## src/rtl/pe_load_scheduler.sv

```systemverilog
// Sequences one PE through weight load, per-window iact load and psum drain.
// Optional psum watchdog enabled by defining PE_SCHED_TIMEOUT_EN.
module pe_load_scheduler #(
    parameter int DATA_WIDTH       = 16,
    parameter int MAX_CONFIG_WIDTH = 8,
    parameter int WEIGHT_PAR_WRITE = 4
`ifdef PE_SCHED_TIMEOUT_EN
    ,
    parameter int TIMEOUT_CYCLES   = 1024
`endif
) (
    input  logic                                   clk,
    input  logic                                   rst,
    input  logic                                   start,
    input  logic [MAX_CONFIG_WIDTH-1:0]            cfg_filter_size,
    input  logic [MAX_CONFIG_WIDTH-1:0]            cfg_input_channels_num,
    input  logic [MAX_CONFIG_WIDTH-1:0]            cfg_output_channels_num,
    input  logic [MAX_CONFIG_WIDTH-1:0]            cfg_num_windows,
    input  logic                                   src_weight_valid,
    output logic                                   src_weight_ready,
    input  logic [WEIGHT_PAR_WRITE*DATA_WIDTH-1:0] src_weight_data,
    input  logic                                   src_iact_valid,
    output logic                                   src_iact_ready,
    input  logic [DATA_WIDTH-1:0]                  src_iact_data,
    output logic                                   weight_write_en,
    output logic [WEIGHT_PAR_WRITE*DATA_WIDTH-1:0] data_weight_in,
    input  logic                                   weight_buffer_ready,
    output logic                                   iact_write_en,
    output logic [DATA_WIDTH-1:0]                  data_iact_in,
    input  logic                                   iact_buffer_ready,
    output logic                                   psum_read_en,
    input  logic                                   psum_out_valid,
    input  logic [DATA_WIDTH-1:0]                  data_psum_out,
    output logic                                   out_psum_valid,
    output logic [DATA_WIDTH-1:0]                  out_psum_data,
    output logic                                   busy,
    output logic                                   done,
    output logic                                   cfg_error,
    output logic                                   timeout
);
    localparam int CW = MAX_CONFIG_WIDTH;
    localparam int PW = 3 * MAX_CONFIG_WIDTH;

    typedef enum logic [2:0] {S_IDLE, S_LOAD_W, S_LOAD_I, S_DRAIN, S_DONE} state_t;

    state_t state_reg, state_next;

    logic [PW-1:0]   weight_beats_reg, beat_cnt_reg;
    logic [2*CW-1:0] iact_words_reg, iact_cnt_reg;
    logic [CW-1:0]   m_reg, w_reg, psum_cnt_reg, win_cnt_reg;
    logic            out_psum_valid_reg, cfg_error_reg, timeout_reg;
    logic [DATA_WIDTH-1:0] out_psum_data_reg;

    logic start_ok, start_bad, weight_fire, iact_fire, psum_fire;
    logic weight_last, iact_last, psum_last, win_more, cfg_zero;
    logic [PW-1:0]   wprod, weight_beats_calc;
    logic [PW:0]     wprod_round;
    logic [2*CW-1:0] iact_words_calc;

    assign cfg_zero = (cfg_filter_size == '0) || (cfg_input_channels_num == '0) ||
                      (cfg_output_channels_num == '0) || (cfg_num_windows == '0);
    assign wprod = PW'(cfg_filter_size) * PW'(cfg_input_channels_num) * PW'(cfg_output_channels_num);
    // One extra bit keeps the round-up addition from overflowing at the largest config.
    assign wprod_round       = (PW+1)'(wprod) + (PW+1)'(WEIGHT_PAR_WRITE - 1);
    assign weight_beats_calc = PW'(wprod_round / (PW+1)'(WEIGHT_PAR_WRITE));
    assign iact_words_calc   = (2*CW)'(cfg_filter_size) * (2*CW)'(cfg_input_channels_num);

    assign weight_last = (beat_cnt_reg == weight_beats_reg - PW'(1));
    assign iact_last   = (iact_cnt_reg == iact_words_reg - (2*CW)'(1));
    assign psum_last   = (psum_cnt_reg == m_reg - CW'(1));
    assign win_more    = (win_cnt_reg < w_reg - CW'(1));

`ifdef PE_SCHED_TIMEOUT_EN
    localparam int WD_W = $clog2(TIMEOUT_CYCLES + 1);
    logic [WD_W-1:0] wd_cnt_reg;
    logic            wd_expire;
`endif

    always_comb begin
        state_next       = state_reg;
        start_ok         = 1'b0;
        start_bad        = 1'b0;
        src_weight_ready = 1'b0;
        src_iact_ready   = 1'b0;
        weight_fire      = 1'b0;
        iact_fire        = 1'b0;
        psum_fire        = 1'b0;
        psum_read_en     = 1'b0;
        done             = 1'b0;
`ifdef PE_SCHED_TIMEOUT_EN
        wd_expire        = 1'b0;
`endif
        case (state_reg)
            S_IDLE: begin
                if (start) begin
                    if (cfg_zero) begin
                        start_bad = 1'b1;
                    end else begin
                        start_ok   = 1'b1;
                        state_next = S_LOAD_W;
                    end
                end
            end
            S_LOAD_W: begin
                src_weight_ready = weight_buffer_ready;
                weight_fire      = src_weight_valid & weight_buffer_ready;
                if (weight_fire && weight_last) state_next = S_LOAD_I;
            end
            S_LOAD_I: begin
                src_iact_ready = iact_buffer_ready;
                iact_fire      = src_iact_valid & iact_buffer_ready;
                if (iact_fire && iact_last) state_next = S_DRAIN;
            end
            S_DRAIN: begin
                psum_read_en = 1'b1;
                psum_fire    = psum_out_valid;
                if (psum_fire && psum_last) begin
                    state_next = win_more ? S_LOAD_I : S_DONE;
                end
`ifdef PE_SCHED_TIMEOUT_EN
                else if (!psum_out_valid && wd_cnt_reg == WD_W'(TIMEOUT_CYCLES - 1)) begin
                    wd_expire  = 1'b1;
                    state_next = S_IDLE;
                end
`endif
            end
            S_DONE: begin
                done       = 1'b1;
                state_next = S_IDLE;
            end
            default: state_next = S_IDLE;
        endcase
    end

    assign weight_write_en = weight_fire;
    assign iact_write_en   = iact_fire;
    assign busy            = (state_reg != S_IDLE);
    assign out_psum_valid  = out_psum_valid_reg;
    assign out_psum_data   = out_psum_data_reg;
    assign cfg_error       = cfg_error_reg;
    assign data_iact_in    = (state_reg == S_LOAD_I) ? src_iact_data : '0;

    // Weight lanes are passed through untouched (padding included) while loading.
    genvar gi;
    generate
        for (gi = 0; gi < WEIGHT_PAR_WRITE; gi++) begin : g_lane
            assign data_weight_in[gi*DATA_WIDTH +: DATA_WIDTH] =
                (state_reg == S_LOAD_W) ? src_weight_data[gi*DATA_WIDTH +: DATA_WIDTH] : '0;
        end
    endgenerate

    always_ff @(posedge clk) begin
        if (rst) begin
            state_reg          <= S_IDLE;
            weight_beats_reg   <= '0;
            iact_words_reg     <= '0;
            m_reg              <= '0;
            w_reg              <= '0;
            beat_cnt_reg       <= '0;
            iact_cnt_reg       <= '0;
            psum_cnt_reg       <= '0;
            win_cnt_reg        <= '0;
            out_psum_valid_reg <= 1'b0;
            out_psum_data_reg  <= '0;
            cfg_error_reg      <= 1'b0;
        end else begin
            state_reg          <= state_next;
            cfg_error_reg      <= start_bad;
            out_psum_valid_reg <= psum_fire;
            if (psum_fire) out_psum_data_reg <= data_psum_out;
            if (start_ok) begin
                weight_beats_reg <= weight_beats_calc;
                iact_words_reg   <= iact_words_calc;
                m_reg            <= cfg_output_channels_num;
                w_reg            <= cfg_num_windows;
                beat_cnt_reg     <= '0;
                iact_cnt_reg     <= '0;
                psum_cnt_reg     <= '0;
                win_cnt_reg      <= '0;
            end
            if (weight_fire) beat_cnt_reg <= weight_last ? '0 : beat_cnt_reg + PW'(1);
            if (iact_fire) iact_cnt_reg <= iact_last ? '0 : iact_cnt_reg + (2*CW)'(1);
            if (psum_fire) begin
                if (psum_last) begin
                    psum_cnt_reg <= '0;
                    win_cnt_reg  <= win_more ? win_cnt_reg + CW'(1) : '0;
                end else begin
                    psum_cnt_reg <= psum_cnt_reg + CW'(1);
                end
            end
        end
    end

`ifdef PE_SCHED_TIMEOUT_EN
    // Watchdog restarts on DRAIN entry and on every psum the PE delivers.
    always_ff @(posedge clk) begin
        if (rst) begin
            wd_cnt_reg  <= '0;
            timeout_reg <= 1'b0;
        end else begin
            timeout_reg <= wd_expire;
            if (state_reg != S_DRAIN || psum_out_valid) wd_cnt_reg <= '0;
            else wd_cnt_reg <= wd_cnt_reg + WD_W'(1);
        end
    end
    assign timeout = timeout_reg;
`else
    assign timeout = 1'b0;
`endif

endmodule

```

## config.mk

```make
export PLATFORM = sky130hd
export DESIGN_NAME = pe_load_scheduler
export DESIGN_NICKNAME = d
export VERILOG_FILES = /design/src/rtl/pe_load_scheduler.sv
export SDC_FILE = /design/constraint.sdc
export NUM_CORES = 1
export LEC_CHECK = 0
export CORE_MARGIN = 5
export CORE_UTILIZATION = 50
export DETAILED_ROUTE_END_ITERATION = 6
export GPL_ROUTABILITY_DRIVEN = 1
export PLACE_DENSITY = 0.76
export SLEW_MARGIN = 20
export SYNTH_ARGS = -nofsm -noshare
export SYNTH_HDL_FRONTEND = slang
export SYNTH_SLANG_ARGS = --single-unit
export TNS_END_PERCENT = 50
```

## constraint.sdc

```tcl
create_clock -name clk -period 13.5 [get_ports clk]
set_clock_uncertainty 0.05 [all_clocks]
set_input_delay 2.025 -clock clk [delete_from_list [all_inputs] [get_ports clk]]
set_output_delay 2.025 -clock clk [all_outputs]
set_load 0.1 [all_outputs]
```

==> out/qor.yml, run 1 <==
fin_nets: 2329
synth_common_cells: "nand2_1, and2_1, inv_1"
fin_ws_ps: 2400
hold_class: "flop to flop"
dieWidth_um: 178
clkSlewWorstSetupHoldPaths_ps: 70
postRouteWirelength_um: 42600
vias_per_cell: 5.52
fin_crit_ps: 11100
io_buffer_count: 240
grt_pass1_wl_um: 67700
min_to: "out_psum_data[9]"
clockBufferDepth: 2
crit_type: "primary input to flop"
place_congestion: 0.899
yosysWarningCount: 0
syn_to_final_growth_pct: 23.4
worstHoldStart: "out_psum_data[9]"
cp.required_ps: 13780
cts_root_buf: "clkbuf_16"
yosys.area.top_type: "dfxtp_1"
fill_cells: 2520
setup_viol: 0
synth_area_um2: 14100
num_vias: 13200
r2r-start: "weight_beats_reg[0]"
grt_pass1_vias: 13000
reg2reg_depth: 11
cts-resized-gates: 0
wl_met1_um: 16400
cp-start-kind: "primary input"
die_area_um2: 31600
met2_length_um: 21500
synth_area_leaders: "dfxtp_1, fa_1, ha_1"
drive_above_1_share: 0.0347
clk-insertion-delay-late_ps: 440
fmax_mhz: 90.1
drc: 0
max_stage_delay_ps: 670
timing.hold.ws_ps: 404
post_drt_wl_per_cell_um: 17.8
rrSetupSlack_ps: 9430
synth_fp_nets: 2137
async_flop_share: 0
antenna_found_initial: 22
ys_ff_latch: 132
outcome: "finished clean"
slew_violations: 0
yosysMostFrequentCell: "nand2_1"
cp-end-kind: "flop"
worst_slew_pin_slew_ps: 1110
highest_layer: "met4"
rr_endpoint: "beat_cnt_reg[21]"
fp.dieH_um: 178
post-cts-setup-buffers: 0
maxSlewHeadroom: 0.257
fin_crit_sh: 0.822
cap_violations: 0
clock_sinks: 132
seq_area_frac_synth: 0.188
drt_iter0_drc: 864
hold_depth: 2
rows: 61
dp_slack_ps: 2010
synth_cells: 1781
grt_max_degree: 68
post_synth.cell_area_avg_um2: 7.90
drt_first_pass_iters: 5
synth_cell_types: 74
synth_top_flop_cell: "dfxtp_1"
path_max_fanout: 17
h-tree-depth: 4
coreArea_um2: 27800
ctsHoldBuffers: 0
drtAntennaViolNets: 0
cts_tree: "done"
worstPathArrival_ps: 11370
start_util: 0.507
yosysTopAreaCellShare: 0.188
critPathMostFrequentCell: "fa_1"
track_usage: 0.267
dr_wl_met3_um: 2880
fin_setup_tns_ps: 0
synth_edf_count: 0
place_hpwl_um: 34000
rsz0062_at_grt: "no"
cts_made_buffers: 17
largest_reg_flops: 24
finalHoldViolCount: 0
overflow: 0
post-route-util: 0.625
ios: 242
critPathSlowestCell: "clkdlybuf4s50_1"
==> logic make-up (layout without fill, tap and decap cells) <==
logic type	count (synthesis)	in the layout	share of synthesized area
other cells	1	23	0.000266
xor+xnor	102	102	0.0645
fa+ha+maj	220	220	0.260
flops	132	132	0.188
compound gates	262	262	0.116
simple gates	803	803	0.297
buf+inv	256	461	0.0704
mux	5	5	0.00373
==> cell type report <==
class,instances,area (um^2),area share
multi-input cells,1393,10500,0.602
well taps,378,473,0.0272
repair buffers,250,2470,0.142
clock buffers,17,425,0.0245
flip-flops and latches,132,2640,0.152
inverters,179,672,0.0387
clock inverters,15,179,0.0103
diodes,22,55.1,0.00317
==> critical path, delay by kind of cell <==
family / cells / cell delay [ps]
adders and majority gates: 10 / 4350
and+or+nand+nor: 7 / 1710
buffers and inverters: 6 / 920
xor gates and xnor gates: 1 / 480
AOI/OAI and AO/OA: 9 / 1910
==> cell usage in the layout (no fill, tap or decap), types with 22 or more instances in the layout <==
cell type,count
a21oi_1,112
fa_1,121
nand3_1,35
nor3_1,37
or3_1,23
inv_1,178
xor2_1,42
nor4_1,24
diode_2,22
and3_1,51
o21ai_0,34
dfxtp_1,132
nand2_1,258
ha_1,99
nor2_1,90
and2_1,182
xnor2_1,59
nand2b_1,25
clkdlybuf4s50_1,238
==> how the worst max path moves through the flow <==
stage | depth (start not counted) | endpoint | slack (ps) | startpoint
after global placement | 34 | weight_beats_reg[22] | 2260 | cfg_filter_size[0]
after detailed placement | 33 | weight_beats_reg[22] | 2010 | cfg_filter_size[0]
after floorplan | 34 | weight_beats_reg[22] | 3300 | cfg_filter_size[3]
after CTS | 33 | weight_beats_reg[22] | 2450 | cfg_filter_size[0]
after global routing | 32 | weight_beats_reg[22] | 1760 | cfg_filter_size[0]
final | 33 | weight_beats_reg[22] | 2400 | cfg_filter_size[0]
==> routing by layer <==
layer / GRT usage / vias up
met5: 0 / -
met4: 0.160 / 0
met3: 0.0475 / 75
met2: 0.463 / 514
met1: 0.307 / 6250
li1: - / 6340
==> per-stage QoR <==
| step | instances | cell area, um^2 |
|---|---|---|
| floorplan | 1781 | 14100 |
| global placement | 2332 | 16700 |
| detailed placement | 2332 | 16700 |
| CTS | 2364 | 17300 |
| global route | 2386 | 17400 |
| finish | 2386 | 17400 |
Power of run 1 is not shown: default switching activity piles up to over one toggle a cycle in this logic, so the estimate is an artifact.
==> run 2, diff against run 1 <==
Settings changed: PLACE_DENSITY 0.76 to 0.79.
Clock period 13.5 ns to 8.92 ns, I/O delays scaled along.
==> run 2 against run 1 <==
Net effect: utilization increased by 4.9 points; via count is 5.1% higher; non-clock buffer count grew 121; die area did not move; final area is 7.8% higher; setup slack lost 2300 ps; cell count is 4.9% higher; flip-flop and latch count is the same; count of clock-buffer cells in the layout unchanged; critical path depth is 3 higher; largest cell class unchanged.
==> out/qor.yml, run 2 (synthesized netlist as in run 1, its figures left out) <==
outcome: "finished clean"  # unchanged
rows: 61  # unchanged
design_area_um2: 18700  # was 17400 um^2
fin_crit_ps: 8790
place_congestion: 0.938  # was 0.899
clockBufferDepth: 2  # unchanged
syn_to_final_growth_pct: 33.1  # was 23.4%
cp-start-kind: "primary input"  # unchanged
worst_slew_pin_slew_ps: 1090  # was 1110 ps
ctsHoldBuffers: 0  # unchanged
cts_root_buf: "clkbuf_16"  # unchanged
ios: 242  # unchanged
cts_made_buffers: 17  # unchanged
io_buffer_count: 240  # unchanged
critPathSlowestCell: "fa_1"  # was clkdlybuf4s50_1
grt_pass1_vias: 13700  # was 13000
grt_pass1_wl_um: 70200  # was 67700 um
cap_violations: 0  # unchanged
num_vias: 13900  # was 13200
fin_ws_ps: 126  # was 2400 ps
drtAntennaViolNets: 0  # unchanged
critPathMostFrequentCell: "fa_1"  # unchanged
fin_crit_sh: 0.986
setup_viol: 0  # unchanged
rsz0062_at_grt: "yes"  # was no
maxSlewHeadroom: 0.274  # was 0.257
coreArea_um2: 27800  # unchanged
vias_per_cell: 5.53  # was 5.52
finalHoldViolCount: 0  # unchanged
hold_class: "flop to flop"  # unchanged
max_stage_delay_ps: 540  # was 670 ps
grt_max_degree: 90  # was 68
clkSlewWorstSetupHoldPaths_ps: 70  # about the same
crit_type: "primary input to flop"  # unchanged
fp.dieH_um: 178  # unchanged
post_drt_wl_per_cell_um: 18.0  # was 17.8 um
drt_first_pass_iters: 5  # unchanged
clk-insertion-delay-late_ps: 440  # about the same
dp_slack_ps: -959  # was 2010 ps
dieWidth_um: 178  # unchanged
worstPathArrival_ps: 9080  # was 11370 ps
dpl_cell_area_um2: 17700  # was 16700 um^2
postRouteWirelength_um: 44900  # was 42600 um
start_util: 0.507  # unchanged
slew_violations: 0  # unchanged
cts_tree: "done"  # unchanged
final_cell_mix: "nand2_1, clkdlybuf4s50_1, and2_1"  # unchanged
drc: 0  # unchanged
place_hpwl_um: 35700  # was 34000 um
clock_sinks: 132  # unchanged
antenna_found_initial: 22  # unchanged
cp-end-kind: "flop"  # unchanged
overflow: 0  # unchanged
path_max_fanout: 6  # was 17
drt_iter0_drc: 1021  # was 864
final_common_cell: "nand2_1"  # unchanged
fin_nets: 2450  # was 2329
timing.hold.ws_ps: 406  # was 404 ps
largest_reg_flops: 24  # unchanged
track_usage: 0.278  # was 0.267
h-tree-depth: 4  # unchanged
die_area_um2: 31600  # unchanged
cp.required_ps: 9210  # was 13780 ps
drive_above_1_share: 0.131  # was 0.0347
fmax_mhz: 114
-- run 2: cell types whose count changed in the layout (fill, tap and decap cells not counted), sizes merged --
cell / before / now
diode: 22 / 19
bufinv: 1 / 2
clkdlybuf4s50: 238 / 222
dlygate4sd2: 0 / 1
clkbuf: 17 / 26
buf: 12 / 138
dlymetal6s2s: 0 / 1
inv: 188 / 187
-- run 2: layout make-up --
cell class | instances | area (um^2)
antenna | 19 | 47.5
clock buffer | 17 | 425
clock inverter | 15 | 188
fill | 2239 | 9050
inverter | 179 | 672
multi-input combinational | 1393 | 10900
sequential | 132 | 2640
tap | 378 | 473
timing repair buffer | 371 | 3380
-- run 2: path summary, 6_finish.rpt --
kind,start,endpoint,slack [ps],cells past startpoint
max reg2reg,weight_beats_reg[0],beat_cnt_reg[19],4860,11
min reg2reg,out_psum_data[5],out_psum_data[5],410,2
min,out_psum_data[5],out_psum_data[5],410,2
max,cfg_filter_size[2],weight_beats_reg[22],130,36
-- run 2: layer usage --
metal	routed length (um)	share of wire	vias up	track usage
met5	27	0.00060	-	0
met4	2630	0.058	4	0.170
met3	2950	0.066	144	0.0548
met2	22700	0.51	540	0.494
met1	16600	0.37	6597	0.306
li1	-	-	6571	-
-- run 2: timing repair --
item	in CTS	in global routing
endpoints found under the setup margin	9	8
setup buffers	11	5
pin swaps	16	39
gates resized for setup	38	81
-- run 2: worst max-delay path: cells and delay by family --
kind	cells	cell delay [ps]
adders and majority gates	10	4030
and+or+nand+nor	5	1090
buffers and inverters	10	990
xor gates and xnor gates	1	170
AOI/OAI and AO/OA	10	1470
-- run 2: per-stage QoR --
step                      TNS [ps]   util  std cells
after floorplan                  0      -       1781
after global placement       -4970  0.638       2437
after detailed placement     -6680  0.638       2437
after CTS                        0  0.664       2480
after global routing          -723  0.674       2504
final                            0  0.674       2504
Power of run 2 is left out for the same reason.
